$ cat src/rtl/muldiv_mips_if.sv
// Request/response bundle between the execute stage and muldiv_mips.
// The master drives the operation request. The slave returns the busy,
// done and error status together with the HI/LO architectural registers.
interface muldiv_mips_if;
    logic        in_start;
    logic [1:0]  in_op;
    logic        in_is_signed;
    logic [31:0] in_1;
    logic [31:0] in_2;
    logic        out_busy;
    logic        out_done;
    logic [31:0] out_hi;
    logic [31:0] out_lo;
    logic        out_err;

    modport master (
        output in_start, in_op, in_is_signed, in_1, in_2,
        input  out_busy, out_done, out_hi, out_lo, out_err
    );

    modport slave (
        input  in_start, in_op, in_is_signed, in_1, in_2,
        output out_busy, out_done, out_hi, out_lo, out_err
    );
endinterface

$ cat src/rtl/muldiv_mips.sv
// muldiv_mips: multi-cycle 32-bit multiply/divide unit with HI/LO registers.
//
// MULT: shift-add, one multiplier bit per cycle, 32 iterations.
// DIV: restoring division, one quotient bit per cycle, 32 iterations.
// MTHI/MTLO complete in a single cycle.
// Signed operations iterate on magnitudes. The sign is applied on the commit edge.
//
// Build option MULDIV_DIV_EN: when defined, the restoring divider is compiled in.
// When undefined, DIV reports out_err in one cycle and leaves HI/LO untouched.
module muldiv_mips (
    input  logic          in_clk,
    input  logic          in_rst,
    muldiv_mips_if.slave  bus
);
    localparam logic [1:0] OP_MULT = 2'b00;
    localparam logic [1:0] OP_DIV  = 2'b01;
    localparam logic [1:0] OP_MTHI = 2'b10;
    localparam logic [1:0] OP_MTLO = 2'b11;

    typedef enum logic [1:0] {IDLE, RUN, DONE} state_t;

    state_t      state_reg;
    logic [4:0]  cnt_reg;
    // MULT: {partial product high, multiplier shifting out}.
    // DIV: {partial remainder, dividend shifting into quotient}.
    logic [63:0] acc_reg;
    // Magnitude of the multiplicand (MULT) or the divisor (DIV).
    logic [31:0] opnd_reg;
    logic        neg_q_reg;
    logic [31:0] hi_reg;
    logic [31:0] lo_reg;
    logic        busy_reg;
    logic        done_reg;
    logic        err_reg;

    logic [31:0] abs_1;
    logic [31:0] abs_2;
    logic        sign_xor;
    logic [32:0] mul_sum;
    logic [63:0] acc_next;
    logic [63:0] prod;
    logic [31:0] commit_hi;
    logic [31:0] commit_lo;

`ifdef MULDIV_DIV_EN
    logic        div_reg;
    logic        neg_r_reg;
    logic [32:0] div_sh;
    logic        div_ok;
    logic [31:0] div_rem;
`endif

    assign bus.out_busy = busy_reg;
    assign bus.out_done = done_reg;
    assign bus.out_hi   = hi_reg;
    assign bus.out_lo   = lo_reg;
    assign bus.out_err  = err_reg;

    // Operand magnitudes and the result sign, taken straight from the request.
    always_comb begin
        abs_1    = (bus.in_is_signed && bus.in_1[31]) ? (32'd0 - bus.in_1) : bus.in_1;
        abs_2    = (bus.in_is_signed && bus.in_2[31]) ? (32'd0 - bus.in_2) : bus.in_2;
        sign_xor = bus.in_is_signed & (bus.in_1[31] ^ bus.in_2[31]);
    end

    // One iteration step and the signed result that would be committed on this edge.
    always_comb begin
        mul_sum   = {1'b0, acc_reg[63:32]} + (acc_reg[0] ? {1'b0, opnd_reg} : 33'd0);
        acc_next  = {mul_sum, acc_reg[31:1]};
        prod      = neg_q_reg ? (64'd0 - acc_next) : acc_next;
        commit_hi = prod[63:32];
        commit_lo = prod[31:0];
`ifdef MULDIV_DIV_EN
        // Restoring step: shift in the next dividend bit, then subtract if it fits.
        div_sh  = acc_reg[63:31];
        div_ok  = (div_sh >= {1'b0, opnd_reg});
        div_rem = div_sh[31:0] - opnd_reg;
        if (div_reg) begin
            acc_next  = div_ok ? {div_rem, acc_reg[30:0], 1'b1} : {acc_reg[62:0], 1'b0};
            commit_lo = neg_q_reg ? (32'd0 - acc_next[31:0])  : acc_next[31:0];
            commit_hi = neg_r_reg ? (32'd0 - acc_next[63:32]) : acc_next[63:32];
        end
`endif
    end

    // Control FSM, iteration datapath and the architectural HI/LO/err registers.
    always_ff @(posedge in_clk) begin
        if (in_rst) begin
            state_reg <= IDLE;
            cnt_reg   <= 5'd0;
            acc_reg   <= 64'd0;
            opnd_reg  <= 32'd0;
            neg_q_reg <= 1'b0;
            hi_reg    <= 32'd0;
            lo_reg    <= 32'd0;
            busy_reg  <= 1'b0;
            done_reg  <= 1'b0;
            err_reg   <= 1'b0;
`ifdef MULDIV_DIV_EN
            div_reg   <= 1'b0;
            neg_r_reg <= 1'b0;
`endif
        end else begin
            done_reg <= 1'b0;
            case (state_reg)
                RUN: begin
                    // New requests are dropped here. They are not queued.
                    cnt_reg <= cnt_reg + 5'd1;
                    acc_reg <= acc_next;
                    if (cnt_reg == 5'd31) begin
                        hi_reg    <= commit_hi;
                        lo_reg    <= commit_lo;
                        busy_reg  <= 1'b0;
                        done_reg  <= 1'b1;
                        state_reg <= DONE;
                    end
                end
                default: begin
                    // IDLE and DONE both accept a request. DONE falls back to IDLE otherwise.
                    if (bus.in_start) begin
                        err_reg <= 1'b0;
                        case (bus.in_op)
                            OP_MULT: begin
                                acc_reg   <= {32'd0, abs_2};
                                opnd_reg  <= abs_1;
                                neg_q_reg <= sign_xor;
                                cnt_reg   <= 5'd0;
                                busy_reg  <= 1'b1;
                                state_reg <= RUN;
`ifdef MULDIV_DIV_EN
                                div_reg   <= 1'b0;
`endif
                            end
                            OP_DIV: begin
`ifdef MULDIV_DIV_EN
                                if (bus.in_2 == 32'd0) begin
                                    err_reg   <= 1'b1;
                                    done_reg  <= 1'b1;
                                    state_reg <= DONE;
                                end else begin
                                    acc_reg   <= {32'd0, abs_1};
                                    opnd_reg  <= abs_2;
                                    neg_q_reg <= sign_xor;
                                    neg_r_reg <= bus.in_is_signed & bus.in_1[31];
                                    div_reg   <= 1'b1;
                                    cnt_reg   <= 5'd0;
                                    busy_reg  <= 1'b1;
                                    state_reg <= RUN;
                                end
`else
                                // No divider in this build: report the error immediately.
                                err_reg   <= 1'b1;
                                done_reg  <= 1'b1;
                                state_reg <= DONE;
`endif
                            end
                            OP_MTHI: begin
                                hi_reg    <= bus.in_1;
                                done_reg  <= 1'b1;
                                state_reg <= DONE;
                            end
                            default: begin
                                lo_reg    <= bus.in_1;
                                done_reg  <= 1'b1;
                                state_reg <= DONE;
                            end
                        endcase
                    end else begin
                        state_reg <= IDLE;
                    end
                end
            endcase
        end
    end
endmodule
$ cat src/flat_wrapper.sv
// flat-port wrapper written by rule: the top's interface ports become plain ports
module muldiv_mips_flat 
  (in_clk, in_rst, bus_in_start, bus_in_op, bus_in_is_signed, bus_in_1, bus_in_2, bus_out_busy, bus_out_done, bus_out_hi, bus_out_lo, bus_out_err);
  muldiv_mips_if bus_i ();
  input  logic in_clk;
  input  logic in_rst;
  input wire logic [$bits(bus_i.in_start)-1:0] bus_in_start;
  input wire logic [$bits(bus_i.in_op)-1:0] bus_in_op;
  input wire logic [$bits(bus_i.in_is_signed)-1:0] bus_in_is_signed;
  input wire logic [$bits(bus_i.in_1)-1:0] bus_in_1;
  input wire logic [$bits(bus_i.in_2)-1:0] bus_in_2;
  output wire logic [$bits(bus_i.out_busy)-1:0] bus_out_busy;
  output wire logic [$bits(bus_i.out_done)-1:0] bus_out_done;
  output wire logic [$bits(bus_i.out_hi)-1:0] bus_out_hi;
  output wire logic [$bits(bus_i.out_lo)-1:0] bus_out_lo;
  output wire logic [$bits(bus_i.out_err)-1:0] bus_out_err;
  assign bus_i.in_start = bus_in_start;
  assign bus_i.in_op = bus_in_op;
  assign bus_i.in_is_signed = bus_in_is_signed;
  assign bus_i.in_1 = bus_in_1;
  assign bus_i.in_2 = bus_in_2;
  assign bus_out_busy = bus_i.out_busy;
  assign bus_out_done = bus_i.out_done;
  assign bus_out_hi = bus_i.out_hi;
  assign bus_out_lo = bus_i.out_lo;
  assign bus_out_err = bus_i.out_err;
  muldiv_mips u_core (.in_clk(in_clk), .in_rst(in_rst), .bus(bus_i));
endmodule
$ cat config.mk
export PLATFORM = sky130hd
export DESIGN_NAME = muldiv_mips_flat
export DESIGN_NICKNAME = d
export VERILOG_FILES = /design/src/rtl/muldiv_mips_if.sv /design/src/rtl/muldiv_mips.sv /design/src/flat_wrapper.sv
export SDC_FILE = /design/constraint.sdc
export NUM_CORES = 1
export LEC_CHECK = 0
export CORE_UTILIZATION = 55
export DETAILED_ROUTE_END_ITERATION = 16
export DONT_BUFFER_PORTS = 1
export GPL_TIMING_DRIVEN = 0
export PLACE_DENSITY_LB_ADDON = 0.05
export SLEW_MARGIN = 20
export SYNTH_ARGS = -nofsm -noshare
export SYNTH_HDL_FRONTEND = slang
export SYNTH_SLANG_ARGS = --single-unit
export TNS_END_PERCENT = 5
$ cat constraint.sdc
create_clock -name in_clk -period 5.4 [get_ports in_clk]
set_input_delay 0.54 -clock in_clk [delete_from_list [all_inputs] [get_ports in_clk]]
set_output_delay 0.54 -clock in_clk [all_outputs]
set_load 0.02 [all_outputs]
==> Word-level counts from Yosys, hierarchy flattened <==
Cells that the tools add are included.
{ "totals": {"ff_bits": 171, "out_inout_bits": 67, "in_bits": 70, "elab_cells": 68} }
{ "classes": {"n_bitwise": 3, "muxes": 31, "n_reduce_logical": 13, "add_sub_neg": 5, "eq_ne": 6} }
{ "op_table": {"columns": ["operator", "n"], "rows": [
  ["two-way mux 32 bit", 11],
  ["two-way mux 64 bit", 4],
  ["subtractor 1 x 32 -> 32 bit, first input constant", 2],
  ["subtractor 1 x 64 -> 64 bit, first input constant", 1],
  ["adder 32 x 33 -> 33 bit", 1],
  ["two-way mux 5 bit", 3],
  ["AND reduction 3 bit", 4],
  ["two-way mux 1 bit", 9],
  ["two-way mux 2 bit", 4],
  ["nonzero test 2 bit", 3],
  ["adder 5 x 1 -> 5 bit, second input constant", 1],
  ["== test 5 bit, second input constant", 1],
  ["== test 2 x 1 -> 1 bit, second input constant", 2],
  ["!= test 2 x 1 -> 1 bit, second input constant", 2],
  ["AND reduction 2 bit", 2],
  ["OR reduction 3 bit", 1],
  ["== test 2 bit, second input constant", 1],
  ["logical AND 1 bit", 2],
  ["logical NOT 2 bit", 1],
  ["bitwise AND 1 bit", 1],
  ["NOT 1 bit", 1],
  ["XOR 1 bit", 1]
]} }

==> Depth between registers and ports, before layout <==
Gate-level depths: netlist (run 1).
{ "depth": {"ltp_word": 6, "depth_mapped": 15, "depth_no_buf": 13} }

==> Worst setup path before layout (run 1) <==
No wires, ideal clock.
{ "synth_timing": {"kind": "reg2reg", "startpoint": "register u_core.acc_reg[0]", "endpoint": "register u_core.hi_reg[16] (netlist: u_core.bus.out_hi[16])", "synth_period_minus_slack_ps": 4053, "stages_incl_launch_ff": 16, "setup_ps": 70, "path_slack_ps": 1347, "arrival_time_ps": 3982, "n_path_buf": 2, "required_ps": 5330, "path_cell_list": "dfxtp_1 -> clkbuf_1 -> and2_1 -> ha_1 -> fa_1 -> a21o_1 -> a311o_4 -> a221oi_4 -> xnor2_1 -> or3_1 -> buf_6 -> or4_4 -> o31ai_1 -> xor2_1 -> a211o_1 -> a21oi_1"} }
{ "synth_between": {"elab_chain_len": 6} }
{ "synth_lines": {"columns": ["element", "line_no", "rtl"], "rows": [
  ["start, declared", "muldiv_mips.sv:26", "logic [63:0] acc_reg;"],
  ["start signal, assigned", "muldiv_mips.sv:109", "acc_reg <= acc_next;"],
  ["start signal, assigned", "muldiv_mips.sv:124", "acc_reg <= {32'd0, abs_2};"],
  ["two-way mux 32 bit (*)", "muldiv_mips.sv:68", "mul_sum = {1'b0, acc_reg[63:32]} + (acc_reg[0] ? {1'b0, opnd_reg} : 33'd0);"],
  ["adder 32 x 33 -> 33 bit (*)", "muldiv_mips.sv:68", null],
  ["subtractor 1 x 64 -> 64 bit", "muldiv_mips.sv:70", "prod = neg_q_reg ? (64'd0 - acc_next) : acc_next;"],
  ["two-way mux 64 bit (*)", "muldiv_mips.sv:70", null],
  ["two-way mux 32 bit (*)", "muldiv_mips.sv:110", "if (cnt_reg == 5'd31) begin"],
  ["two-way mux 32 bit (*)", "muldiv_mips.sv:105", "case (state_reg)"],
  ["end signal, assigned", "muldiv_mips.sv:111", "hi_reg <= commit_hi;"],
  ["end signal, assigned", "muldiv_mips.sv:158", "hi_reg <= bus.in_1;"],
  ["end, declared", "muldiv_mips.sv:30", "logic [31:0] hi_reg;"]
]} }
Every way passes the cells marked *; elsewhere a longest branch is shown, timed or not. The select of a mux whose other input is x is not followed.
A chain may end at the register's enable or synchronous reset.

==> Worst setup path in the final report (run 1) <==
{ "layout_timing": {"startpoint": "register u_core.acc_reg[0]", "endpoint": "register u_core.hi_reg[25] (netlist: u_core.bus.out_hi[25])"} }
Same word-level chain as after synthesis.

==> results.sh, run 1 <==
export IMPL_status="finished, final reports clean"
export IMPL_path_clk_slew_ns=0.07
export IMPL_fp_dieW_um=146
export IMPL_clk_root_buffer_cell="clkbuf_16"
export IMPL_critical_path_arrival_ns=5.35
export IMPL_worstSetupPathType="reg -> reg"
export IMPL_hold_path_depth=2
export IMPL_track_usage_pct=35.2
export IMPL_drc_errors=0
export IMPL_rsz0062_at_grt="false"
export IMPL_gp_congestion=0.945
export IMPL_cpMostUsedCell="o41ai_1"
export IMPL_cts_buffer_depth=2
export IMPL_seq_area_mm2=0.00342
export IMPL_numCtsBuffers=17
export IMPL_wire_per_inst_um=21.4
export IMPL_ys_types=75
export IMPL_synth_top_cell_area_share_pct=30.2
export IMPL_finalSetupViolations=0
export IMPL_antenna_cells=0
export IMPL_slowest_stage="nor4_4"
export IMPL_syn2layout_area_growth_pct=8.21
export IMPL_reg2reg_to="u_core.bus.out_hi[25]"
export IMPL_crit_fanout=10
export IMPL_fin_nets=1586
export IMPL_yosysMostFrequentCell="nor2_1"
export IMPL_yosys_area_top_type="dfxtp_1"
export IMPL_worst_hold_path_type="in -> reg"
export IMPL_grt_pass1_wl_um=58400
export IMPL_synth_cell_area_mm2=0.0113
export IMPL_syn_avg_cell_area_um2=7.77
export IMPL_final_hold_viol_count=0
export IMPL_overflow=0
export IMPL_fp_dieArea_mm2=0.0212
export IMPL_r2r_setup_slack_ns=0.38
export IMPL_ys_seq_elements=171
export IMPL_grt_max_degree=17
export IMPL_tightest_slew_ns=1.10
export IMPL_fillers=1907
export IMPL_yosys_top_cells_area="dfxtp_1, nor2_1, xor2_1"
export IMPL_cts_sinks=171
export IMPL_hold_slack_ns=0.255
export IMPL_drtAntennaViolNets=0
export IMPL_maxCapViolCount=0
export IMPL_htreeDepth=4
export IMPL_critPathBufInv=1
export IMPL_slowest_delay_ns=0.54
export IMPL_synth_edf_count=0
export IMPL_fmax_mhz=199
export IMPL_synth_cells=1459
export IMPL_crit_path_start_kind="flop"
export IMPL_slew_violations=0
export IMPL_drt_pass1_iterations=8
export IMPL_synth_common_cells="nor2_1, dfxtp_1, a21oi_1"
export IMPL_yosys_most_used_dff="dfxtp_1"
export IMPL_r2r_start="u_core.acc_reg[0]"
export IMPL_clock_skew_ns=0.00867
export IMPL_io_buffers=0
export IMPL_core_area_mm2=0.0202
export IMPL_postRouteWirelength_um=37600
export IMPL_finalCriticalPeriod_ns=5.02
export IMPL_finalSetupTns_ns=0
export IMPL_drive_gt1_share_pct=4.29
export IMPL_antenna_found_initial=0
export IMPL_r2r_cells=14
export IMPL_postSynth_asyncResetShare_pct=0
export IMPL_p_leak_nw=4.52
export IMPL_fin_crit_sh_pct=93.0
export IMPL_num_io_pins=137
export IMPL_ir_drop_v=0.000208
export IMPL_synth_nets=1567
export IMPL_hp_start="bus_in_1[0]"
export IMPL_vias=11300
export IMPL_worstSetupEndpointType="flop"
export IMPL_cp_top_family="compound AO/OA/AOI/OAI gates"
export IMPL_cts_tree="yes"
export IMPL_cp_required_ns=5.72
export IMPL_powerDensity_mw_per_mm2=245
export IMPL_yosysWarningCount=0
export IMPL_via_per_inst=6.43
export IMPL_slew_headroom_pct=26.3
export IMPL_hold_end="u_core.opnd_reg[0]"
export IMPL_ys_seq_area_share_pct=30.2
export IMPL_hpwl_um=29500
export IMPL_crit_cells=14
export IMPL_clkLatencyLatePin_ns=0.43
export IMPL_multi_input_area_mm2=0.00746
export IMPL_start_util_pct=56.0
export IMPL_dr_first_iter_drc_count=914
export IMPL_die_h_um=146
export IMPL_row_count=52
export IMPL_crit_chain="clkbuf_1 > and2_1 > ha_1 > fa_1 > a21o_1 > a311o_4 > and3_2 > nor3_1 > o221ai_1 > nor4_4 > nand2_1 > o41ai_1 > mux2_2 > o41ai_1"
export IMPL_first_global_vias=10600
export IMPL_largest_reg_flops=64
per-stage QoR:
step / cell area, um^2 / instances / total power [mW] / setup slack (ns) / util (%)
6_report: 12300 / 1761 / 3.01 / 0.379 / 60.6
5_1_grt: 12300 / 1761 / 3.11 / 0.0856 / 60.6
4_1_cts: 12300 / 1761 / 3.01 / 0.239 / 60.6
3_5_place_dp: 11700 / 1729 / 1.80 / 0.254 / 57.7
3_3_place_gp: 11700 / 1729 / 1.79 / 0.355 / 57.7
2_1_floorplan: 11300 / 1459 / 1.67 / 1.35 / -
kinds of logic after synthesis:
group                    Yosys count  share of synthesized area [%]
adder cells (fa/ha/maj)           38                           4.26
AO/OA/AOI/OAI                    470                           28.9
AND/OR/NAND/NOR                  530                           22.3
multiplexers                       3                          0.276
flip-flops                       171                           30.2
buffers and inverters            118                           4.10
XOR/XNOR                         129                           9.96
final cells by class:
type                    instances  share of cell area (%)
clock buffers                  22                    3.78
multi-input cells            1170                    60.8
clock inverters                10                   0.948
well taps                     270                    2.75
plain buffers                 104                    3.37
flip-flops and latches        171                    27.9
inverters                      14                   0.428
power by group:
group | total, mW | internal, mW | switching [mW]
combinational | 0.413 | 0.135 | 0.278
clock | 1.23 | 0.707 | 0.526
sequential | 1.36 | 1.30 | 0.0607
placed cells by master (no fill, tap or decap), drive strengths merged, types with 41 or more instances in the layout:
master / netlist / routed
o21ai: 68 / 68
nor2: 235 / 235
xor2: 87 / 87
xnor2: 42 / 42
nand2: 99 / 99
a21oi: 117 / 117
clkbuf: 92 / 114
a211oi: 73 / 73
and2: 41 / 41
dfxtp: 171 / 171
per-layer routing:
layer	track usage [%]	wire, um
met1	44.1	16100
met3	7.43	2720
met5	0	0
met2	57.5	17100
met4	17.5	1680
what timing repair did:
item                                    in CTS  in global routing
gates resized for setup                      0                  1
endpoints found under the setup margin       0                  1
hold buffers                                 0                  0
buffers inserted                             0                  0
hold endpoints to repair                     0                  0
worst max path at each step:
stage                            from                     to  slack [ns]
floorplan           u_core.acc_reg[0]  u_core.bus.out_hi[16]        1.35
global placement    u_core.acc_reg[0]  u_core.bus.out_hi[25]        0.36
detailed placement  u_core.acc_reg[0]  u_core.bus.out_hi[25]        0.25
CTS                 u_core.acc_reg[0]  u_core.bus.out_hi[25]        0.24
global route        u_core.acc_reg[0]  u_core.bus.out_hi[25]        0.09
finish              u_core.acc_reg[0]  u_core.bus.out_hi[25]        0.38
Note: power is estimated with default switching activity, not from simulation.
==> run 2, diff against run 1 <==
--- a/config.mk
+++ b/config.mk
@@ -10,6 +10,7 @@
 export DONT_BUFFER_PORTS = 1
 export GPL_TIMING_DRIVEN = 0
 export PLACE_DENSITY_LB_ADDON = 0.05
+export SKIP_CTS_REPAIR_TIMING = 1
 export SLEW_MARGIN = 20
 export SYNTH_ARGS = -nofsm -noshare
 export SYNTH_HDL_FRONTEND = slang
==> results of run 2 <==
The final DEF is identical to that of run 1; final timing and power are the same.
